`config.mk`:
```
export PLATFORM = sky130hd
export DESIGN_NAME = cond_unit
export DESIGN_NICKNAME = d
export VERILOG_FILES = /design/src/rtl/cond_unit.sv
export SDC_FILE = /design/constraint.sdc
export NUM_CORES = 1
export LEC_CHECK = 0
export ABC_CLOCK_PERIOD_IN_PS = 2130
export CAP_MARGIN = 20
export CORE_AREA = 4 4 41 43
export DETAILED_ROUTE_END_ITERATION = 10
export DIE_AREA = 0 0 45 47
export PLACE_DENSITY = 0.71
export SLEW_MARGIN = 20
export SYNTH_ARGS = -nofsm -noshare
export SYNTH_HDL_FRONTEND = slang
export SYNTH_SLANG_ARGS = --single-unit
```
`constraint.sdc`:
```
create_clock -name clk -period 2.13 [get_ports clk]
set_input_delay 0.213 -clock clk [delete_from_list [all_inputs] [get_ports clk]]
set_output_delay 0.213 -clock clk [all_outputs]
set_load 0.01 [all_outputs]
```
`src/rtl/cond_unit.sv`:
```
// Execute-stage condition unit: architected NZCV register, ARM condition evaluation,
// side-effect gating and E/M boundary registers. Optional counters: COND_UNIT_STATS_EN.
module cond_unit #(
  parameter logic [3:0] FLAG_RESET = 4'b0000
) (
  input  logic       clk,
  input  logic       reset,
  input  logic       ValidE,
  input  logic       StallE,
  input  logic       FlushE,
  input  logic [3:0] CondE,
  input  logic [1:0] FlagWriteE,
  input  logic [3:0] ALUFlags,
  input  logic       PCSE,
  input  logic       BranchE,
  input  logic       RegWriteE,
  input  logic       MemWriteE,
  input  logic       NoWriteE,
  output logic       CondExE,
  output logic       PCSrcE,
  output logic [3:0] Flags,
  output logic       RegWriteM,
  output logic       MemWriteM,
  output logic       PCSrcM
`ifdef COND_UNIT_STATS_EN
  ,
  output logic [31:0] ExecCount,
  output logic [31:0] SquashCount
`endif
);

  logic [3:0] flags_r;
  logic       live_s;
  logic       pass_s;
  logic       cond_ex_s;
  logic       pc_src_s;
  logic [3:0] flags_nxt_s;
  logic       reg_write_m_r;
  logic       mem_write_m_r;
  logic       pc_src_m_r;

  // Full ARM condition table against the {N,Z,C,V} register value.
  function automatic logic cond_pass(input logic [3:0] cond, input logic [3:0] f);
    logic n, z, c, v;
    logic r;
    n = f[3];
    z = f[2];
    c = f[1];
    v = f[0];
    case (cond)
      4'b0000: r = z;
      4'b0001: r = ~z;
      4'b0010: r = c;
      4'b0011: r = ~c;
      4'b0100: r = n;
      4'b0101: r = ~n;
      4'b0110: r = v;
      4'b0111: r = ~v;
      4'b1000: r = c & ~z;
      4'b1001: r = ~c | z;
      4'b1010: r = (n == v);
      4'b1011: r = (n != v);
      4'b1100: r = ~z & (n == v);
      4'b1101: r = z | (n != v);
      4'b1110: r = 1'b1;
      default: r = 1'b1;
    endcase
    return r;
  endfunction

  // Condition evaluation, gating and next-flag selection.
  always_comb begin
    live_s      = ValidE & ~FlushE & ~StallE;
    pass_s      = cond_pass(CondE, flags_r);
    cond_ex_s   = live_s & pass_s;
    pc_src_s    = cond_ex_s & (PCSE | BranchE);
    flags_nxt_s = flags_r;
    if (cond_ex_s && FlagWriteE[1]) begin
      flags_nxt_s[3:2] = ALUFlags[3:2];
    end else begin
      flags_nxt_s[3:2] = flags_r[3:2];
    end
    if (cond_ex_s && FlagWriteE[0]) begin
      flags_nxt_s[1:0] = ALUFlags[1:0];
    end else begin
      flags_nxt_s[1:0] = flags_r[1:0];
    end
  end

  // NZCV register and the E/M boundary; a squashed or stalled slot lands as a bubble.
  always_ff @(posedge clk or negedge reset) begin
    if (!reset) begin
      flags_r       <= FLAG_RESET;
      reg_write_m_r <= 1'b0;
      mem_write_m_r <= 1'b0;
      pc_src_m_r    <= 1'b0;
    end else begin
      flags_r       <= flags_nxt_s;
      reg_write_m_r <= cond_ex_s & RegWriteE & ~NoWriteE;
      mem_write_m_r <= cond_ex_s & MemWriteE;
      pc_src_m_r    <= pc_src_s;
    end
  end

  assign CondExE   = cond_ex_s;
  assign PCSrcE    = pc_src_s;
  assign Flags     = flags_r;
  assign RegWriteM = reg_write_m_r;
  assign MemWriteM = mem_write_m_r;
  assign PCSrcM    = pc_src_m_r;

`ifdef COND_UNIT_STATS_EN
  logic [31:0] exec_count_r;
  logic [31:0] squash_count_r;

  // Executed and condition-failed instruction counters; both wrap naturally.
  always_ff @(posedge clk or negedge reset) begin
    if (!reset) begin
      exec_count_r   <= 32'd0;
      squash_count_r <= 32'd0;
    end else begin
      if (cond_ex_s) begin
        exec_count_r <= exec_count_r + 32'd1;
      end else begin
        exec_count_r <= exec_count_r;
      end
      if (live_s && !pass_s) begin
        squash_count_r <= squash_count_r + 32'd1;
      end else begin
        squash_count_r <= squash_count_r;
      end
    end
  end

  assign ExecCount   = exec_count_r;
  assign SquashCount = squash_count_r;
`endif

endmodule

```
==> key figures <==
Run status
  • Outcome: complete, but fails checks
  • Failing checks: setup timing

Placement
  • Port buffer count: 28
  • Placed Instance Area: 795.8 µm²
  • Routability cong.: 0.6951
  • DP HPWL: 953.2 µm

Pwr
  • P_int: about 520 µW
  • Reg power frac: 24.8%
  • Static Leak: just under 0.4 nW
  • Sw power: 224.7 µW
  • Part of the power in combinational logic: 59.5%
  • Sw Ratio: 30.10%
  • VDD IR-drop max: about 0.4 mV
  • Clock power frac: 15.7%
  • Tot Pwr: 746.5 µW
  • Power Density: 859.7 nW/µm²

Timing
  • Max Clock Skew: roughly 0.0018 ns
  • Slew @ Worst Pin: 0.3101 ns
  • Count of pins over their slew limit: 0
  • Fmax: 448.5 MHz
  • Relative slew margins: about four fifths
  • Final min period: between 2 and 2.5 ns
  • Worst Hold Slack: 0.2205 ns
  • Fin. Hold Viols: 0
  • Period utilisation layout: 104.7%
  • Unrepaired setup endpoints after global routing: yes
  • Final Worst Setup Slack: -0.09973 ns
  • Final setup fails: 1

Layout
  • Final net count: 103
  • Layout area overhead: 121.7%
  • # diodes: 0
  • Seq. cell area: 175.2 µm²
  • Most frequent cells in the layout: clkdlybuf4s50_1, buf_4, dfrtp_1, nand2_1
  • Share of cells above drive strength 1: roughly a third
  • Non-Filler Cell Area, Final: 868.3 µm²
  • Area of the multi-input gates: 237.7 µm²
  • Fillcell total: 115
  • Most common cell after layout, fill and taps aside: clkdlybuf4s50_1

Die
  • Die W: 45 µm
  • Initial Util: 30.10%
  • Die area: around 2100 µm²
  • Boundary pin count: 29
  • Core box area: roughly 1300 µm²
  • DIE HEIGHT: 47 µm
  • Row cnt: 13

Synth
  • Synth Net Count: 54
  • Syn Inst Count: 34
  • Yosys reg bits: 7
  • Synth unique cells: 16
  • Main flop type after synthesis: dfrtp_1
  • Mean area per synthesized cell: 11.52 µm²
  • Yosys Warn Count: 0
  • Mapped cell area: approximately 390 µm²
  • Post-synth EDFFs: 0
  • Ys async rst share: 100.0%
  • Sequential area share after synthesis: 44.73%

Critical path
  • Setup CP Type: register to primary output
  • Crit-path max FO: 2
  • CP startpoint kind: register
  • CP arrival: 2.02 ns
  • CP Capture Type: primary output
  • Req. time, crit path: roughly 1.9 ns

Clocking
  • CTS tree: done
  • Maximum root-to-sink buffer count: 2
  • Worst-path clk slew: about 0.050 ns
  • Num CTS Buffers: 3
  • H-tree Lvls: 1
  • CTS Sinks: 7
  • Clock root cell: clkbuf_4
  • Cts hold-fix bufs: 0
  • Clk_lat worst skew: 0.25 ns

GRT
  • Antenna violations before repair: 0
  • Largest net degree at the start of global routing: 8
  • Vias in the first global route: 462
  • First-pass GRT wire length: 1814 µm
  • GR Overflow Total: 0
  • GRT Total Usage: between 10% and 20%

Detailed routing
  • Drt first pass iters: 1
  • Vias per cell: 4.495
  • Detailed Route Iter0 Violations: 0
  • Remaining DRCs: 0
  • ANT nets after route: 0
  • Final wirelength: 1171 µm
  • Routed length per placed instance: 12.07 µm
  • DR vias: 436

Run
  • Maxcap violations: 0

Min path
  • Hold crit path type: input port to asynchronous set/reset pin
==> cells in the mapped netlist, types with 2 or more instances <==
cell type  n  share of area [%]
dfrtp_1    7                 45
mux2_1     4                 12
nand2_1    4                3.8
nor2_1     3                2.9
xnor2_1    3                6.7
a311oi_1   2                4.5
inv_1      2                1.9
==> layout make-up <==
| cell class | count | share of cell area [%] |
|---|---|---|
| Multi-Input combinational cell | 25 | 27.38 |
| Tap cell | 15 | 2.161 |
| Clock buffer | 4 | 3.026 |
| Timing Repair Buffer | 44 | 46.40 |
| Sequential cell | 7 | 20.17 |
| Inverter | 2 | 0.8646 |
==> power by group through the flow <==
stage / sequential, mW / combinational (mW) / clock (mW)
2_1_floorplan: 0.207 / 0.113 / 0
3_3_place_gp: 0.184 / 0.354 / 0
3_5_place_dp: 0.185 / 0.362 / 0
4_1_cts: 0.185 / 0.438 / 0.126
5_1_grt: 0.188 / 0.477 / 0.132
6_report: 0.185 / 0.444 / 0.117
==> cell families after synthesis <==
logic type             count (synthesis)  share of synthesized area, %
AO/OA/AOI/OAI                          5                         11.50
XOR/XNOR                               4                         8.947
buffers and inverters                  2                         1.918
flip-flops                             7                         44.73
multiplexers                           6                         20.77
AND/OR/NAND/NOR                       10                         12.14
==> path summary, 6_finish.rpt <==
path,to,slack (ns),start,cells after the start
setup / recovery,PCSrcE,-0.1,Flags[0]$_DFFE_PN0P_,9
hold / removal,Flags[1]$_DFFE_PN0P_,0.22,reset,1
setup reg to reg,Flags[3]$_DFFE_PN0P_,0.06,Flags[0]$_DFFE_PN0P_,9
hold reg to reg,Flags[2]$_DFFE_PN0P_,0.61,Flags[2]$_DFFE_PN0P_,2
max in group asynchronous,PCSrcM$_DFF_PN0_,1.68,reset,1
min in group clk,MemWriteM$_DFF_PN0_,0.52,MemWriteE,2
==> state kept, by name, indices dropped and copies added (netlist names) <==
register,cells
PCSrcM,1
MemWriteM,1
Flags,4
RegWriteM,1
==> critical path: stages, from the launching register on <==
cell and delay, ns:
dfrtp_1 0.39, buf_6 0.14, xnor2_4 0.14, mux2i_1 0.17, nor2_1 0.08, xnor2_1 0.15
a311oi_2 0.30, buf_4 0.16, o21a_1 0.12, buf_2 0.13
==> layer usage <==
layer,wire [µm],global-route usage (%),vias to the layer above
met5,0,0,-
met4,15,8.772,0
met1,402,10.75,196
met2,603,24.58,22
met3,149,4.598,2
li1,-,-,216
==> timing repair <==
action,4_1_cts,5_1_grt
buffers inserted,4,0
endpoints found under the setup margin,6,6
pin swaps,5,3
resized for setup,17,1
==> metrics by stage <==
step,TNS [ns],setup WS [ns],utilization [%],std cells
floorplan,0,0.1407,-,34
global placement,-2.923,-0.6215,61.15,91
finish,-0.09973,-0.09973,66.73,97
CTS,-0.1612,-0.1518,66.44,97
global route,-0.5522,-0.2728,66.73,97
detailed placement,-2.969,-0.6311,61.15,91
(Power assumes the default switching activity.)
